`src/rtl/alu_reservation_station.sv`:
```
// ALU reservation-station bank: holds issued ops, snoops the CDB for
// pending operands and hands the lowest-index ready op to the ALU.
module alu_reservation_station #(
  parameter int NUM_ENTRIES = 4,
  parameter int TAG_W       = 4,
  parameter int TAG_BASE    = 1
) (
  input  logic                               CLK,
  input  logic                               RST_N,
  input  logic                               issue_valid,
  output logic                               issue_ready,
  input  logic [3:0]                         issue_alu_fun,
  input  logic [31:0]                        issue_v1,
  input  logic [TAG_W-1:0]                   issue_t1,
  input  logic [31:0]                        issue_v2,
  input  logic [TAG_W-1:0]                   issue_t2,
  output logic [TAG_W-1:0]                   issue_tag,
  input  logic                               cdb_valid,
  input  logic [TAG_W-1:0]                   cdb_tag,
  input  logic [31:0]                        cdb_val,
  output logic                               fu_valid,
  input  logic                               fu_ready,
  output logic [3:0]                         fu_alu_fun,
  output logic [31:0]                        fu_op1,
  output logic [31:0]                        fu_op2,
  output logic [TAG_W-1:0]                   fu_tag,
  output logic [$clog2(NUM_ENTRIES+1)-1:0]   occupancy
);

  localparam int IDX_W = (NUM_ENTRIES > 1) ? $clog2(NUM_ENTRIES) : 1;
  localparam int OCC_W = $clog2(NUM_ENTRIES + 1);

  logic [NUM_ENTRIES-1:0] r_busy;
  logic [3:0]             r_fun [NUM_ENTRIES];
  logic [31:0]            r_v1  [NUM_ENTRIES];
  logic [TAG_W-1:0]       r_q1  [NUM_ENTRIES];
  logic [31:0]            r_v2  [NUM_ENTRIES];
  logic [TAG_W-1:0]       r_q2  [NUM_ENTRIES];
  logic [OCC_W-1:0]       r_occ;

  logic [NUM_ENTRIES-1:0] w_rdy;
  logic [NUM_ENTRIES-1:0] w_alloc_oh;
  logic [NUM_ENTRIES-1:0] w_disp_oh;
  logic [IDX_W-1:0]       w_free_idx;
  logic [IDX_W-1:0]       w_disp_idx;
  logic                   w_acc;
  logic                   w_disp;
  logic                   w_cdb_hit;
  logic                   w_byp1;
  logic                   w_byp2;

  always_comb begin
    w_rdy      = '0;
    w_alloc_oh = '0;
    w_disp_oh  = '0;
    w_free_idx = '0;
    w_disp_idx = '0;
    // Scan high to low so the lowest index wins
    for (int i = NUM_ENTRIES - 1; i >= 0; i--) begin
      w_rdy[i] = r_busy[i] && (r_q1[i] == '0) && (r_q2[i] == '0);
      if (!r_busy[i]) begin
        w_free_idx = IDX_W'(i);
        w_alloc_oh = NUM_ENTRIES'(1) << i;
      end
      if (w_rdy[i]) begin
        w_disp_idx = IDX_W'(i);
        w_disp_oh  = NUM_ENTRIES'(1) << i;
      end
    end
  end

  assign issue_ready = ~&r_busy;
  assign issue_tag   = TAG_W'(TAG_BASE) + TAG_W'(w_free_idx);
  assign fu_valid    = |w_rdy;
  assign occupancy   = r_occ;

  always_comb begin
    fu_alu_fun = '0;
    fu_op1     = '0;
    fu_op2     = '0;
    fu_tag     = '0;
    if (fu_valid) begin
      fu_alu_fun = r_fun[w_disp_idx];
      fu_op1     = r_v1[w_disp_idx];
      fu_op2     = r_v2[w_disp_idx];
      fu_tag     = TAG_W'(TAG_BASE) + TAG_W'(w_disp_idx);
    end
  end

  assign w_acc     = issue_valid && issue_ready;
  assign w_disp    = fu_valid && fu_ready;
  assign w_cdb_hit = cdb_valid && (cdb_tag != '0);
  assign w_byp1    = w_cdb_hit && (issue_t1 == cdb_tag);
  assign w_byp2    = w_cdb_hit && (issue_t2 == cdb_tag);

  always_ff @(posedge CLK or negedge RST_N) begin
    if (!RST_N) begin
      r_busy <= '0;
      r_occ  <= '0;
      for (int i = 0; i < NUM_ENTRIES; i++) begin
        r_fun[i] <= '0;
        r_v1[i]  <= '0;
        r_q1[i]  <= '0;
        r_v2[i]  <= '0;
        r_q2[i]  <= '0;
      end
    end else begin
      for (int i = 0; i < NUM_ENTRIES; i++) begin
        if (w_cdb_hit && r_busy[i] && (r_q1[i] == cdb_tag)) begin
          r_v1[i] <= cdb_val;
          r_q1[i] <= '0;
        end
        if (w_cdb_hit && r_busy[i] && (r_q2[i] == cdb_tag)) begin
          r_v2[i] <= cdb_val;
          r_q2[i] <= '0;
        end
        if (w_disp && w_disp_oh[i]) r_busy[i] <= 1'b0;
        // The allocated entry is free, so it never collides with the above
        if (w_acc && w_alloc_oh[i]) begin
          r_busy[i] <= 1'b1;
          r_fun[i]  <= issue_alu_fun;
          r_v1[i]   <= w_byp1 ? cdb_val : issue_v1;
          r_q1[i]   <= w_byp1 ? '0 : issue_t1;
          r_v2[i]   <= w_byp2 ? cdb_val : issue_v2;
          r_q2[i]   <= w_byp2 ? '0 : issue_t2;
        end
      end
      r_occ <= r_occ + OCC_W'(w_acc) - OCC_W'(w_disp);
    end
  end

endmodule

```
`config.mk`:
```
export PLATFORM = sky130hd
export DESIGN_NAME = alu_reservation_station
export DESIGN_NICKNAME = d
export VERILOG_FILES = /design/src/rtl/alu_reservation_station.sv
export SDC_FILE = /design/constraint.sdc
export NUM_CORES = 1
export LEC_CHECK = 0
export ABC_AREA = 1
export BUFFER_PORTS_ARGS = -buffer_cell sky130_fd_sc_hd__clkbuf_2
export CORE_ASPECT_RATIO = 0.5
export CORE_MARGIN = 1.5
export CORE_UTILIZATION = 25
export CTS_BUF_LIST = sky130_fd_sc_hd__clkbuf_8
export DETAILED_ROUTE_END_ITERATION = 7
export PLACE_DENSITY = 0.43
export SYNTH_ARGS = -nofsm -noshare
export SYNTH_HDL_FRONTEND = slang
export SYNTH_SLANG_ARGS = --single-unit
```
`constraint.sdc`:
```
create_clock -name CLK -period 2.7 [get_ports CLK]
set_input_delay 0.135 -clock CLK [delete_from_list [all_inputs] [get_ports CLK]]
set_output_delay 0.135 -clock CLK [all_outputs]
set_load 0.005 [all_outputs]
```
# Word level (Yosys, flattened, before mapping)
# Index checks and enable logic that the tools add are counted.
[classes]
n_addsub = 4
n_lt_le_gt_ge = 1
n_eq_ne = 10
n_mux = 73
bitwise = 1
n_reduce_logical = 57
[op_table]
columns = ["op", "count"]
rows = [
  ["two-way mux 32 bit", 24],
  ["binary-select mux 32 bit (select 2 bit)", 2],
  ["two-way mux 4 bit", 29],
  ["== test 4 bit", 10],
  ["logical AND 1 bit", 33],
  ["logical NOT 4 bit", 8],
  ["nonzero test 2 bit", 12],
  ["two-way mux 2 bit", 8],
  ["binary-select mux 4 bit (select 2 bit)", 1],
  ["two-way mux 1 bit", 8],
  ["adder 1 x 2 -> 3 bit (first input constant)", 2],
  ["AND reduction 4 bit", 1],
  ["nonzero test 4 bit", 1],
  ["OR reduction 4 bit", 1],
  ["adder 3 x 1 -> 3 bit", 1],
  [">= comparator 3 bit (second input constant)", 1],
  ["two-way mux 3 bit", 1],
  ["NOT 2 -> 3 bit", 1],
  ["subtractor 3 x 1 -> 3 bit", 1],
  ["logical NOT 1 bit", 1],
]
[totals]
register_bits = 311
inputBits = 117
out_inout_bits = 81
word_cells = 171

# Longest topological paths before layout
[depth]
depth_word = 12
ltp_mapped = 14
depth_no_buf = 13

# Worst setup path before layout
# OpenSTA, ideal clock, no wires.
[synth_path]
kind = "reg2reg"
startpoint = "reg r_busy[0]"
endpoint = "reg r_occ[2], in the netlist occupancy[2]"
setup_time_ps = 123
arrival_ps = 2404
required_ps = 2577
slack_ps = 173
stages_incl_launch_ff = 15
n_path_buf = 2
period_less_slack_ps = 2527
path_cell_list = "dfrtp_1 > buf_4 > nand2_1 > nor2_1 > nand2_1 > nand2_2 > nor2_2 > buf_2 > nor2_1 > ha_1 > inv_1 > ha_1 > inv_1 > fa_1 > xnor2_1"
[synth_via]
elab_chain_cells = 5
word_cells_on_any_way = 9
classes_between = "add/sub (2); reduce/logical (7)"
[synth_lines]
columns = ["item", "line_no", "rtl"]
rows = [
  ["start, declared", "33", "logic [NUM_ENTRIES-1:0] r_busy;"],
  ["start signal, assigned", "98", "r_busy <= '0;"],
  ["start signal, assigned by index", "117", "if (w_disp && w_disp_oh[i]) r_busy[i] <= 1'b0;"],
  ["start signal, assigned by index", "120", "r_busy[i] <= 1'b1;"],
  ["AND reduction 4 bit or logical AND 1 bit (tied branches)", "72, 60", ""],
  ["logical NOT 1 bit or logical AND 1 bit (tied branches)", "72, 60", ""],
  ["logical AND 1 bit or OR reduction 4 bit (tied branches)", "90, 74", ""],
  ["adder 3 x 1 -> 3 bit or logical AND 1 bit (tied branches)", "128, 91", ""],
  ["subtractor 3 x 1 -> 3 bit *", "128", "r_occ <= r_occ + OCC_W'(w_acc) - OCC_W'(w_disp);"],
  ["end signal, assigned", "128", ""],
  ["end, declared", "39", "logic [OCC_W-1:0] r_occ;"],
]
# Mark *: on every way between the ends. The rest lies on a longest branch, timed or not.
# A chain may end at the register's enable or synchronous reset.

# Final worst setup path
[layout_path]
startpoint = "reg r_q2[3] in the netlist's numbering"
endpoint = "out fu_op1[14]"
[layout_via]
elab_chain_cells = 11
word_cells_on_any_way = 12
classes_between = "mux (8); bitwise (1); reduce/logical (3)"
[layout_lines]
columns = ["item", "line_no", "rtl"]
rows = [
  ["start, declared", "38", "logic [TAG_W-1:0] r_q2 [NUM_ENTRIES];"],
  ["start signal, assigned by index", "125", "r_q2[i] <= w_byp2 ? '0 : issue_t2;"],
  ["logical NOT 4 bit *", "60", "w_rdy[i] = r_busy[i] && (r_q1[i] == '0) && (r_q2[i] == '0);"],
  ["logical AND 1 bit *", "60", ""],
  ["two-way mux 2 bit (4 in series)", "65", "if (w_rdy[i]) begin"],
  ["NOT 2 -> 3 bit (not written as such)", "84", "fu_op1 = r_v1[w_disp_idx];"],
  ["binary-select mux 32 bit (select 2 bit)", "84", ""],
  ["two-way mux 32 bit (not written as such) (2 in series)", "84", ""],
  ["two-way mux 32 bit *", "82", "if (fu_valid) begin"],
  ["end, declared", "24", "output logic [31:0] fu_op1,"],
]
# Mark *: on every way between the ends. The rest lies on a longest branch, timed or not. The select of a mux whose other input is x is not followed.

==> results.py <==
metrics = {
    "clock_tree": {
        "cts_tree": "done",
        "clock_latency_ps": 690,
        "cts_buffers": 55,
        "clk_pin_slew_ps": 60,
        "clkSinkCount": 311,
        "root_buffer": "clkbuf_8",
        "cts-htree-levels": 2,
        "cts_buffer_depth": 3,
    },
    "global_route": {
        "grt_first_pass_wirelength_mm": 128,
        "busiest_layer": "met2",
        "grt_max_degree": 105,
        "grt_use_met2": 0.354,
        "grt_pass1_vias": 20000,
        "use_met3": 0.0302,
        "antenna_found_initial": 0,
        "grt_usage": 0.221,
        "grt-ovfl-total": 0,
        "met1_usage": 0.309,
    },
    "sta": {
        "setup-violations-final": 69,
        "fin_skew_ps": 26.9,
        "relSlewSlack": 0.566,
        "setup_ws_ps": -135,
        "drv_slew": 0,
        "tightestPinTransition_ps": 644,
        "fmaxAchievable_mhz": 353,
        "rsz0062_at_grt": "yes",
        "hold_viol_final": 0,
        "tns_ps": -4520,
        "min_period_over_period": 1.05,
        "period_needed_ps": 2830,
    },
    "synth": {
        "post_synth_fa_ha_maj_area_fraction": 0.00371,
        "synth_commonest_cells": "nand2_1 (701), nand3_1 (414), inv_1 (346), dfrtp_1 (311), o211ai_1 (256)",
        "synth_edf_count": 0,
        "syn_inst": 2621,
        "synth_flop_cell": "dfrtp_1",
        "muxShareOfSynthArea": 0,
        "yosysWarnings": 0,
        "synth-simple-area-share": 0.284,
        "synth_area_leaders": "dfrtp_1 (41%), nand2_1 (14%), nand3_1 (11%), o211ai_1 (10%), inv_1 (6.9%)",
        "synth.cell_area_um2": 18900,
        "yosys.area.top_type": "dfrtp_1",
        "synth_seq_cells": 311,
        "synth-xor-area-share": 0.0176,
        "async_reset_ff_frac": 1.00,
        "synth_most_common_cell": "nand2_1",
        "synth_top_family_by_area": "simple AND/OR/NAND/NOR gates",
        "ys_types": 29,
        "synth.avg_cell_area_um2": 7.20,
        "synth-compound-area-share": 0.159,
        "synth_top_area_frac": 0.413,
        "yosysSeqAreaShare": 0.413,
    },
    "pwr": {
        "p_leak_nw": 12.1,
        "vdd.ir_drop.worst_mv": 0.704,
        "power.total_mw": 30.0,
        "power_density_nw_per_um2": 1140,
    },
    "route": {
        "vias_per_cell": 5.02,
        "via_count": 20300,
        "drt_iter0_markers": 2078,
        "wl_mm": 90.8,
        "wire_per_inst_um": 22.4,
        "drcViolationCount": 0,
        "antenna_left": 0,
        "first_pass_iters": 5,
    },
    "place": {
        "place_inst": 3706,
        "place_area_um2": 21400,
        "place.gp.congestion": 0.817,
        "hpwl_mm": 47.5,
        "io_buffers": 195,
    },
    "die": {
        "fp.dieW_um": 391,
        "num_rows": 70,
        "die_area_um2": 77200,
        "die_h_um": 197,
        "io_pins": 198,
        "start_util": 0.255,
        "core_area_um2": 73800,
    },
    "flow_run": {
        "cap_violations": 0,
    },
    "layout": {
        "seq_area_um2": 7780,
        "fin_nets": 3117,
        "nFillCells": 7741,
        "postLayoutCellArea_um2": 26300,
        "finalNonFillerCells": 4045,
        "multiInputGateArea_um2": 9460,
        "area_growth_pct": 39.5,
        "antenna_cells": 0,
        "drive_gt1_frac": 0.207,
    },
    "worst_setup_path": {
        "cp_slowest_cell": "dfrtp_1",
        "cp_top_family": "buffers and inverters",
        "crit_fanout": 5,
        "worstPathCellList": "nor2_2 > nand3_2 > nor2_4 > nand3_4 > buf_12 > buf_12 > clkbuf_16 > buf_4 > nand3_1 > nand3_2 > a21oi_2 > buf_2",
        "end_kind": "output pin",
        "arrival_ps": 2700,
        "path_buf_inv": 5,
        "crit_required_ps": 2570,
        "cp-start-kind": "flop",
        "slowest_delay_ps": 390,
        "critical_path_class": "flop to output pin",
    },
    "status": {
        "status": "finished with violations",
        "violations": "negative setup slack",
    },
    "min_path": {
        "hold_class": "input pin to asynchronous set/reset pin",
    },
}
==> cell usage in the layout, fill, tap and decap left out, types with 20 or more instances in the layout <==
master	count
a21oi_2	42
buf_2	28
a21oi_1	28
dlygate4sd3_1	142
xnor2_1	20
buf_16	23
nor2_1	123
o21ai_0	51
nand3_1	366
o21ai_1	20
inv_1	363
dfrtp_1	311
o211ai_1	256
clkbuf_2	166
nand2_1	680
nand3_2	45
buf_4	63
o21ai_2	32
clkbuf_8	67
buf_12	58
==> tightest hold or removal path, delay by kind of cell <==
kind / cells / cell delay, ps
buffers and inverters: 3 / 920
==> final timing paths <==
path / from / to / slack (ps) / depth (start not counted)
hold / removal: RST_N / r_q1[9] / 40 / 3
setup / recovery: r_q2[3] / fu_op1[14] / -130 / 12
hold reg to reg: occupancy[0] / occupancy[0] / 540 / 1
min in group CLK: issue_valid / r_busy[1] / 90 / 5
setup reg to reg: r_busy[1] / r_v2[124] / 140 / 10
max in group asynchronous: RST_N / r_v1[123] / 2140 / 3
==> registers in the layout, summed over array words and instances (netlist names) <==
register,flops
occupancy,3
r_v1,128
r_q2,16
r_v2,128
r_busy,4
r_fun,16
r_q1,16
==> per-stage QoR <==
step	hold slack, ps	setup slack, ps	utilization
after global placement	12.4	218	0.290
final	37.3	-135	0.356
after floorplan	-161	173	-
after CTS	8.66	-129	0.343
after global routing	35.6	-256	0.356
after detailed placement	12.4	200	0.290
==> timing repair <==
action,CTS,global route
setup endpoints to repair,71,100
hold buffers,143,0
resized for setup,121,105
cloned,17,22
hold endpoints to repair,619,0
buffers inserted,38,20
pin swaps,34,32
==> power by group <==
group | total, mW | internal [mW] | switching (mW) | leakage [nW]
sequential | 7.77 | 6.91 | 0.864 | 3.84
clock | 4.93 | 2.61 | 2.32 | 0.677
combinational | 17.3 | 7.17 | 10.1 | 7.63
==> logic make-up (layout without fill, tap and decap cells) <==
logic type / count (synthesis) / count (layout)
other cells: 1 / 2
buf+inv: 551 / 965
xor+xnor: 38 / 38
compound gates: 444 / 444
fa+ha+maj: 5 / 5
simple gates: 1271 / 1272
flops: 311 / 311
==> layout make-up <==
cell class,instances,area share
inverter,352,0.0504
clock inverter,32,0.00889
multi-input combinational,1761,0.360
timing repair buffer,514,0.202
clock buffer,67,0.0350
sequential,311,0.296
tap,1008,0.0479
==> metal layers <==
metal,part of all wire,vias to the layer above
met2,0.45,770
met5,0,-
li1,-,9352
met1,0.46,10000
met3,0.067,140
met4,0.025,0
No activity file was read; power rests on OpenSTA's default activity.
